<file path="config.mk">
export PLATFORM = sky130hd
export DESIGN_NAME = dev_i2c_reg_master
export DESIGN_NICKNAME = d
export VERILOG_FILES = /design/src/rtl/dev_i2c_reg_master.sv
export SDC_FILE = /design/constraint.sdc
export NUM_CORES = 1
export LEC_CHECK = 0
export CAP_MARGIN = 5
export CORE_ASPECT_RATIO = 0.6
export CORE_UTILIZATION = 43
export DETAILED_ROUTE_END_ITERATION = 10
export GPL_ROUTABILITY_DRIVEN = 0
export HOLD_SLACK_MARGIN = 0.08
export PLACE_DENSITY = 0.76
export SLEW_MARGIN = 30
export SYNTH_ARGS = -nofsm -noshare
export SYNTH_HDL_FRONTEND = slang
export SYNTH_SLANG_ARGS = --single-unit
export TNS_END_PERCENT = 5
</file>
<file path="constraint.sdc">
create_clock -name clk -period 1.7 [get_ports clk]
set_clock_uncertainty 0.1 [all_clocks]
set_input_delay 0.425 -clock clk [delete_from_list [all_inputs] [get_ports clk]]
set_output_delay 0.425 -clock clk [all_outputs]
set_load 0.05 [all_outputs]
</file>
<file path="src/rtl/dev_i2c_reg_master.sv">
// ---------------------------------------------------------------------------
// dev_i2c_reg_master
//
// Register-level I2C master sequencer. It accepts one register read or write
// request at a time and breaks it into byte-level commands for an external
// I2C PHY. The commands are start, write byte, read last byte and stop.
//
// Write: START, DEVW {dev,0}, REG reg, WDAT wdata, STOP
// Read : START, DEVW {dev,0}, REG reg, RSTART, DEVR {dev,1}, RDAT, STOP
//
// Parameters
//   NACK_ABORT : 1 = a NACKed write byte jumps straight to STOP,
//                0 = the sequence runs to completion and only flags the error
//
// Ports
//   clk, rst_n            clock, asynchronous active-low reset
//   req_stb/rw/dev/reg/wdata
//                         request, sampled only while idle
//   req_ack               acceptance pulse (same cycle as req_stb in IDLE)
//   busy                  request in progress
//   rsp_val/err/rdata     completion pulse, NACK flag and read result
//   phy_stb/mode/data     command to the PHY, held until phy_ack
//   phy_ack               PHY accepted the command
//   phy_val/rdata/err     PHY byte-done level, received byte, write NACK
// ---------------------------------------------------------------------------
module dev_i2c_reg_master #(
    parameter int NACK_ABORT = 1
) (
    input  logic       clk,
    input  logic       rst_n,
    input  logic       req_stb,
    input  logic       req_rw,
    input  logic [6:0] req_dev,
    input  logic [7:0] req_reg,
    input  logic [7:0] req_wdata,
    output logic       req_ack,
    output logic       busy,
    output logic       rsp_val,
    output logic       rsp_err,
    output logic [7:0] rsp_rdata,
    output logic       phy_stb,
    output logic [2:0] phy_mode,
    output logic [7:0] phy_data,
    input  logic       phy_ack,
    input  logic       phy_val,
    input  logic [7:0] phy_rdata,
    input  logic       phy_err
);

    localparam logic [2:0] MODE_START = 3'd0;
    localparam logic [2:0] MODE_WR    = 3'd1;
    localparam logic [2:0] MODE_RD    = 3'd3;
    localparam logic [2:0] MODE_STOP  = 3'd7;

    typedef enum logic [3:0] {
        S_IDLE,
        S_START,
        S_DEVW,
        S_REG,
        S_WDAT,
        S_RSTART,
        S_DEVR,
        S_RDAT,
        S_STOP,
        S_WAITB,
        S_DONE
    } state_t;

    state_t     state_q, state_d;
    state_t     byte_q, byte_d;          // byte command that WAITB is finishing
    logic       wait_first_q, wait_first_d;
    logic       stb_q, stb_d;
    logic       rw_q, rw_d;
    logic [6:0] dev_q, dev_d;
    logic [7:0] reg_q, reg_d;
    logic [7:0] wdata_q, wdata_d;
    logic       err_q, err_d;
    logic [7:0] rdata_q, rdata_d;

    logic       is_cmd;
    logic       cmd_done;
    logic [2:0] cmd_mode;
    logic [7:0] cmd_data;

    always_ff @(posedge clk or negedge rst_n) begin
        if (!rst_n) begin
            state_q      <= S_IDLE;
            byte_q       <= S_IDLE;
            wait_first_q <= 1'b0;
            stb_q        <= 1'b0;
            rw_q         <= 1'b0;
            dev_q        <= 7'h00;
            reg_q        <= 8'h00;
            wdata_q      <= 8'h00;
            err_q        <= 1'b0;
            rdata_q      <= 8'h00;
        end else begin
            state_q      <= state_d;
            byte_q       <= byte_d;
            wait_first_q <= wait_first_d;
            stb_q        <= stb_d;
            rw_q         <= rw_d;
            dev_q        <= dev_d;
            reg_q        <= reg_d;
            wdata_q      <= wdata_d;
            err_q        <= err_d;
            rdata_q      <= rdata_d;
        end
    end

    always_comb begin
        state_d      = state_q;
        byte_d       = byte_q;
        wait_first_d = wait_first_q;
        rw_d         = rw_q;
        dev_d        = dev_q;
        reg_d        = reg_q;
        wdata_d      = wdata_q;
        err_d        = err_q;
        rdata_d      = rdata_q;
        req_ack      = 1'b0;
        is_cmd       = 1'b0;
        cmd_mode     = MODE_START;
        cmd_data     = 8'hFF;

        case (state_q)
            S_IDLE: begin
                // Gated by rst_n so req_ack stays low while reset is applied.
                if (req_stb && rst_n) begin
                    req_ack = 1'b1;
                    rw_d    = req_rw;
                    dev_d   = req_dev;
                    reg_d   = req_reg;
                    wdata_d = req_wdata;
                    err_d   = 1'b0;
                    rdata_d = 8'h00;
                    state_d = S_START;
                end
            end
            S_START, S_RSTART: begin
                is_cmd   = 1'b1;
                cmd_mode = MODE_START;
            end
            S_DEVW: begin
                is_cmd   = 1'b1;
                cmd_mode = MODE_WR;
                cmd_data = {dev_q, 1'b0};
            end
            S_REG: begin
                is_cmd   = 1'b1;
                cmd_mode = MODE_WR;
                cmd_data = reg_q;
            end
            S_WDAT: begin
                is_cmd   = 1'b1;
                cmd_mode = MODE_WR;
                cmd_data = wdata_q;
            end
            S_DEVR: begin
                is_cmd   = 1'b1;
                cmd_mode = MODE_WR;
                cmd_data = {dev_q, 1'b1};
            end
            S_RDAT: begin
                is_cmd   = 1'b1;
                cmd_mode = MODE_RD;
            end
            S_STOP: begin
                is_cmd   = 1'b1;
                cmd_mode = MODE_STOP;
            end
            S_WAITB: begin
                // phy_val may still show the previous byte's level in the
                // first cycle here, so it is only trusted from cycle two.
                if (wait_first_q) begin
                    wait_first_d = 1'b0;
                end else if (phy_val) begin
                    if (byte_q == S_RDAT) begin
                        rdata_d = phy_rdata;
                        state_d = S_STOP;
                    end else begin
                        if (phy_err) begin
                            err_d = 1'b1;
                        end
                        if (phy_err && (NACK_ABORT != 0)) begin
                            state_d = S_STOP;
                        end else begin
                            case (byte_q)
                                S_DEVW:  state_d = S_REG;
                                S_REG:   state_d = rw_q ? S_RSTART : S_WDAT;
                                S_DEVR:  state_d = S_RDAT;
                                default: state_d = S_STOP;
                            endcase
                        end
                    end
                end
            end
            S_DONE: begin
                state_d = S_IDLE;
            end
            default: begin
                state_d = S_IDLE;
            end
        endcase

        // A command completes only on an ack while the strobe is actually up.
        cmd_done = is_cmd && stb_q && phy_ack;
        // Strobe rises one cycle after entering a command state and falls in
        // the cycle after the ack, giving the PHY a clean gap between commands.
        stb_d    = is_cmd && !cmd_done;

        if (cmd_done) begin
            case (state_q)
                S_START:  state_d = S_DEVW;
                S_RSTART: state_d = S_DEVR;
                S_STOP:   state_d = S_DONE;
                default: begin
                    byte_d       = state_q;
                    wait_first_d = 1'b1;
                    state_d      = S_WAITB;
                end
            endcase
        end
    end

    assign busy      = (state_q != S_IDLE);
    assign rsp_val   = (state_q == S_DONE);
    assign rsp_err   = err_q;
    assign rsp_rdata = (err_q || !rw_q) ? 8'h00 : rdata_q;
    assign phy_stb   = stb_q;
    assign phy_mode  = cmd_mode;
    assign phy_data  = cmd_data;

endmodule
</file>
# Word-level counts from Yosys, hierarchy flattened
# Cells that the tools add are included.
[op_classes]
bitwise_logic = 1
eq_ne = 24
muxes = 30
n_reduce_logical = 18
[ops]
columns = ["operator", "count"]
rows = [
  ["$mux 8", 5],
  ["$pmux 4 s3", 3],
  ["$pmux 8 s4", 1],
  ["$eq 4x3->1 const B", 6],
  ["$mux 4", 6],
  ["$eq 4x2->1 const B", 4],
  ["$pmux 8 s2", 1],
  ["$eq 4x4->1 const B", 3],
  ["$mux 1", 12],
  ["$ne 2x2->1 const B", 6],
  ["$ne 3x3->1 const B", 3],
  ["$pmux 3 s3", 1],
  ["$reduce_or 8->1", 1],
  ["$reduce_and 6->1", 1],
  ["$reduce_and 5->1", 1],
  ["$eq 4x1->1 const B", 1],
  ["$logic_and 1x1->1", 4],
  ["$logic_not 4->1", 1],
  ["$reduce_and 2->1", 2],
  ["$reduce_and 4->1", 1],
  ["$reduce_bool 4->1", 1],
  ["$reduce_or 4->1", 1],
  ["$reduce_or 3->1", 1],
  ["$logic_not 1->1", 2],
  ["5 further kinds", 5],
]
[word_totals]
wordCells = 83
out_inout_bits = 24
inputBits = 38
register_bits = 43

# Depth between registers and ports, before layout
# Gate-level depths: netlist of the first run.
[logic_depth]
ltp_word = 8
ltp_mapped = 6
mapped_depth_nobuf = 4

# Worst setup path before layout of the first run
# No wires, ideal clock.
[synth_timing]
path_kind = "register to output"
from = "register state_q[1]"
to = "output phy_mode[1]"
required_time_ns = 1.175
slack_ns = -0.693
t_arrival_ns = 1.868
path_stages_with_launch = 4
n_path_buf = 1
cell_sequence = "dfrtp_1 -> buf_2 -> inv_1 -> o31ai_1"
[synth_via]
elab_chain_cells = 3
[synth_rtl]
columns = ["item", "line", "text"]
rows = [
  ["start, declared", "69", "state_t state_q, state_d;"],
  ["start signal, assigned", "98", "state_q <= state_d;"],
  ["$eq 4x3->1 or $eq 4x2->1 (tied branches)", "126", "case (state_q)"],
  ["$reduce_or 4->1 (no line)", "n/a", ""],
  ["$pmux 3 s3 *", "126", ""],
  ["end, declared", "42", "output logic [2:0] phy_mode,"],
]
# Every way passes the cells marked *; elsewhere a longest branch is shown, timed or not.

# Worst setup path in the final report of the first run
[layout_timing]
from = "register state_q[1]"
to = "output phy_mode[0]"
# Same word-level chain as after synthesis.

==> out/metrics.cfg, run 1 <==
[setup_path]
end_kind=output pin
r2r.worst_path.cells=8
critPathLaunchType=flop
crit_chain=buf_12 > or4b_4 > o211ai_4 > buf_12
cp_common_cell=buf_12
worstPathArrival_ps=1790
max_stage_delay_ps=600
crit_fanout=6
crit_type=reg -> out
worst_path_max_delay_cell=or4b_4
required_ps=1170

[placement]
place_ws_ps=-384
port_buffers=61
hpwl_mm=4.30

[layout]
layout-drive-gt1-share=0.419
post-route-util=0.781
n_antenna_cell=0
layout.nets=341
areaGrowthSynthToFinish_pct=66.6

[power_and_ir_drop]
report.power.total_mw=5.29
power.leakage_nw=1.59
ir_drop_mv=0.934
p_per_area_nw_per_um2=1410

[synth]
synth_area_um2=2250
synthesis.nets=238
yosys-top-cells-count=43 x dfrtp_1, 22 x nand2_1, 14 x mux2_2, 13 x inv_1, 12 x mux2_1
async_reset_ff_frac=1.00
netlist_instances=200
synth_top_area_cell=dfrtp_1
synth_seq_area_share=0.478
synth_top_area_frac=0.478
ys_types=46
yosysWarnings=0
ys.flop_type=dfrtp_1
yosysMostFrequentCell=dfrtp_1
ys_seq_elements=43
synth_edf_count=0
synth_area_leaders=dfrtp_1 48%, mux2_2 7.0%, mux2_1 6.0%, mux2i_1 4.0%, nand2_1 3.7%
synth.avg_cell_area_um2=11.3

[drt]
viasPerCell=5.18
routed_wl_mm=5.87
via_count=1897
wl_per_cell_um=16.0
first_iter_violations=65
first_pass_iters=4
antenna_left=0
drc=0

[run_status]
status=complete, but fails checks
violations=negative setup slack

[timing]
finalSetupViolCount=58
tightestPinTransition_ps=538
fin_crit_ps=2320
rsz0062_at_grt=yes
hold_viol=0
setup_ws_ps=-619
max_clock_freq_mhz=431
fin_crit_sh=1.36
timing.slew.headroom=0.641
final_max_slew_viol_count=0

[clock_tree]
cts_buffer_depth=2
cts.sinks=43
clk_pin_slew_ps=80
cts_inserted_buffers=5
root_buffer=clkbuf_8
clk_latency_ps=290
cts_tree=done
htreeDepth=2
cts_hold_buf=0

[floorplan]
die_height_um=58.1
die_w_um=95.4
die_area_um2=5540
core_um2=4800
rows=19
ios=62
start_util=0.469

[global_routing]
grt_max_degree=44
grt_pass1_vias=1905
grt_pass1_wl_mm=9.33
track_usage=0.230
overflow=0
antenna_found_initial=0

[job]
maxCapViolCount=0

[min_path]
hold_class=in -> async

## state kept, by name, summed over array words and instances, names as in the netlist
register,count
byte_q,4
rdata_q,8
state_q,4
rsp_err,1
rw_q,1
phy_stb,1
wait_first_q,1
dev_q,7
wdata_q,8
reg_q,8
## what timing repair did
item / 4_1_cts / 5_1_grt
pin swaps: 6 / 8
setup endpoints to repair: 59 / 59
buffers inserted: 2 / 3
gates resized for setup: 23 / 15
## critical path, delay by kind of cell (launching register included)
kind	cells	cell delay, ps
simple gates	1	600
flops	1	440
compound gates	1	140
buf+inv	2	310
## through the flow
| stage | TNS, ps | hold WS (ps) | cell area (um2) | std cells |
|---|---|---|---|---|
| floorplan | -4810 | 29.4 | 2420 | 200 |
| global placement | -13910 | 361 | 3490 | 354 |
| detailed placement | -14880 | 366 | 3490 | 354 |
| CTS | -15690 | 141 | 3680 | 363 |
| global route | -19070 | 170 | 3750 | 366 |
| finish | -16060 | 129 | 3750 | 366 |
## power by group
part | internal [mW] | switching, mW
Combinational | 1.50 | 1.46
Clock | 0.319 | 0.328
Sequential | 1.42 | 0.259
Total | 3.24 | 2.05
## cells in the final DEF (no fill, tap or decap), types with 9 or more instances in the layout
| cell | synthesis | final |
|---|---|---|
| buf_6 | 2 | 9 |
| nand2_1 | 22 | 22 |
| clkdlybuf4s50_1 | 0 | 36 |
| and2_1 | 10 | 9 |
| inv_1 | 13 | 10 |
| buf_12 | 0 | 20 |
| mux2i_1 | 9 | 9 |
| buf_4 | 3 | 34 |
| dfrtp_1 | 43 | 42 |
| mux2_2 | 14 | 14 |
| mux2_1 | 12 | 11 |
## final cells by class
cell class / instances / area, um2
multi-input cells: 134 / 1240
repair buffers: 106 / 1210
flip-flops and latches: 43 / 1080
fillers: 314 / 1050
clock buffers: 6 / 82.6
well taps: 63 / 78.8
inverters: 13 / 52.6
clock inverters: 1 / 5.00
## per-layer routing
| metal | global-route usage | up-vias | share of wire |
|---|---|---|---|
| met1 | 0.320 | 924 | 0.48 |
| met2 | 0.364 | 60 | 0.46 |
| met5 | 0 | - | 0 |
| li1 | - | 909 | - |
| met3 | 0.0459 | 4 | 0.049 |
| met4 | 0.0704 | 0 | 0.0089 |
## final timing paths
kind / startpoint / endpoint / slack (ps)
worst max-delay path: state_q[1]$_DFFE_PN0P_ / phy_mode[0] / -620
worst min-delay path: rst_n / reg_q[5]$_DFFE_PN0P_ / 130
worst max register to register: state_q[1]$_DFFE_PN0P_ / state_q[3]$_DFFE_PN0P_ / -350
worst min register to register: wait_first_q$_DFF_PN0_ / wait_first_q$_DFF_PN0_ / 380
max in group asynchronous: rst_n / state_q[1]$_DFFE_PN0P_ / 970
min in group clk: wait_first_q$_DFF_PN0_ / wait_first_q$_DFF_PN0_ / 380
## cell families after synthesis
group | count (synthesis) | share of synthesized area
DFF | 43 | 0.478
and+or+nand+nor | 72 | 0.193
AOI/OAI and AO/OA | 26 | 0.0978
buffers and inverters | 23 | 0.0572
xor gates and xnor gates | 1 | 0.00389
muxes | 35 | 0.170
Power figures use the tool's default switching activity.
==> run 2, diff against run 1 <==
--- a/config.mk
+++ b/config.mk
@@ -7,11 +7,13 @@
 export LEC_CHECK = 0
 export CAP_MARGIN = 5
 export CORE_ASPECT_RATIO = 0.6
+export CORE_MARGIN = 4
 export CORE_UTILIZATION = 43
 export DETAILED_ROUTE_END_ITERATION = 10
 export GPL_ROUTABILITY_DRIVEN = 0
 export HOLD_SLACK_MARGIN = 0.08
 export PLACE_DENSITY = 0.76
+export SKIP_CTS_REPAIR_TIMING = 1
 export SLEW_MARGIN = 30
 export SYNTH_ARGS = -nofsm -noshare
 export SYNTH_HDL_FRONTEND = slang
==> run 2 against run 1 <==
- the run still ends with negative setup slack left
- combinational power fell by 4%
- via count shrank 1.1%
- fmax grew 0.59%
- flip-flop and latch count unchanged
- sequential power is essentially flat
- highest routed layer unchanged
==> out/metrics.cfg, run 2 (synthesis results as in run 1) <==
[clock_tree]
cts_tree=done
cts.sinks=43  ; unchanged
root_buffer=clkbuf_8
cts_buffer_depth=2  ; unchanged
clk_pin_slew_ps=90  ; about the same
htreeDepth=2  ; unchanged
clk_latency_ps=300  ; about the same
cts_inserted_buffers=5  ; unchanged

[floorplan]
ios=62  ; unchanged
die_height_um=64.1  ; +10%
start_util=0.446  ; -0.0234
die_area_um2=6500  ; +17%
die_w_um=101  ; +6.3%
core_um2=5050  ; +5.3%
rows=20  ; +1

[drt]
via_count=1877  ; -1.1%
viasPerCell=5.16  ; -0.51%
antenna_left=0  ; unchanged
wl_per_cell_um=16.1  ; +0.62%
first_pass_iters=4  ; unchanged
first_iter_violations=52  ; -20%
drc=0  ; unchanged
routed_wl_mm=5.88  ; about the same

[power_and_ir_drop]
power.leakage_nw=1.57  ; -1.6%
report.power.total_mw=5.31  ; +0.50%
p_per_area_nw_per_um2=1430  ; +1.8%
ir_drop_mv=0.873  ; -6.5%

[layout]
post-route-util=0.733  ; -0.0482
layout-drive-gt1-share=0.416  ; -0.00303
fillers=347  ; +11%
areaGrowthSynthToFinish_pct=64.6
n_antenna_cell=0  ; unchanged
layout.nets=335  ; -1.8%
layout_common_cells=43 x dfrtp_1, 36 x clkdlybuf4s50_1, 32 x buf_4
biggestRegsByFlops=rdata_q: 8 flops, reg_q: 8 flops, wdata_q: 8 flops
final_common_cell=dfrtp_1

[timing]
hold_viol=0  ; unchanged
timing.slew.headroom=0.634  ; -0.00674
fin_crit_sh=1.36  ; -0.00806
fin_crit_ps=2310  ; -13.7 ps
setup_ws_ps=-606  ; +13.7 ps
final_max_slew_viol_count=0  ; unchanged
max_clock_freq_mhz=434  ; +0.59%
rsz0062_at_grt=yes
finalSetupViolCount=58  ; unchanged
tightestPinTransition_ps=548  ; +10.1 ps

[setup_path]
required_ps=1170  ; about the same
end_kind=output pin
max_stage_delay_ps=600  ; about the same
reg2reg_slack_ps=-240  ; +110 ps
r2r.worst_path.cells=7  ; -1
reg2reg_to=state_q[3]$_DFFE_PN0P_
worst_path_max_delay_cell=or4b_4
crit_buf_inv=2  ; unchanged
crit_chain=buf_6 > or4b_4 > o211ai_4 > buf_12
crit_type=reg -> out
crit_fanout=6  ; unchanged
critPathLaunchType=flop
worstPathArrival_ps=1780  ; about the same
path_delay_family=simple AND/OR/NAND/NOR gates
reg2reg_from=state_q[0]$_DFFE_PN0P_

[min_path]
hold_class=in -> async

[global_routing]
grt_pass1_wl_mm=9.47  ; +1.5%
grt_pass1_vias=1915  ; +0.52%
track_usage=0.190  ; -0.0403
grt_max_degree=44  ; unchanged
antenna_found_initial=0  ; unchanged
overflow=0  ; unchanged

[placement]
place_ws_ps=-350  ; +34.0 ps
hpwl_mm=4.41  ; +2.6%
port_buffers=61  ; unchanged

[run_status]
status=complete, but fails checks
violations=negative setup slack

[job]
maxCapViolCount=0  ; unchanged

-- run 2: area by class of cell --
cell class	instances	area [um2]	area share
clock buffer	5	68.8	0.0186
inverter	13	52.6	0.0142
tap	66	82.6	0.0223
multi-input combinational	134	1250	0.337
sequential	43	1080	0.290
clock inverter	3	43.8	0.0118
timing repair buffer	100	1130	0.306
-- run 2: how the worst max path moves through the flow --
stage / to / from / depth (start not counted)
6_report: phy_mode[0] / state_q[0]$_DFFE_PN0P_ / 4
5_1_grt: phy_mode[0] / state_q[0]$_DFFE_PN0P_ / 4
4_1_cts: busy / state_q[0]$_DFFE_PN0P_ / 5
3_5_place_dp: state_q[3]$_DFFE_PN0P_ / phy_err / 5
3_3_place_gp: req_ack / req_stb / 4
2_1_floorplan: phy_mode[2] / state_q[1]$_DFFE_PN0P_ / 3
-- run 2: report_power, final --
group | leakage, nW | internal [mW] | switching (mW) | total, mW
Combinational | 0.969 | 1.41 | 1.42 | 2.83
Clock | 0.0581 | 0.437 | 0.366 | 0.803
Sequential | 0.539 | 1.42 | 0.268 | 1.68
Total | 1.57 | 3.26 | 2.05 | 5.31
-- run 2: per-stage QoR --
step                      TNS (ps)  instances  instance area [um2]  hold slack (ps)
final                       -12970        364                 3710              150
after global routing        -16250        364                 3710              188
after CTS                   -17770        361                 3550              166
after detailed placement    -13450        353                 3430              362
after global placement      -13190        353                 3430              351
after floorplan              -4810        200                 2420             29.4
-- run 2: layer usage --
layer,track usage,wire (um)
met5,0,0
met4,0.0448,68
met3,0.0632,338
met2,0.278,2710
met1,0.271,2760
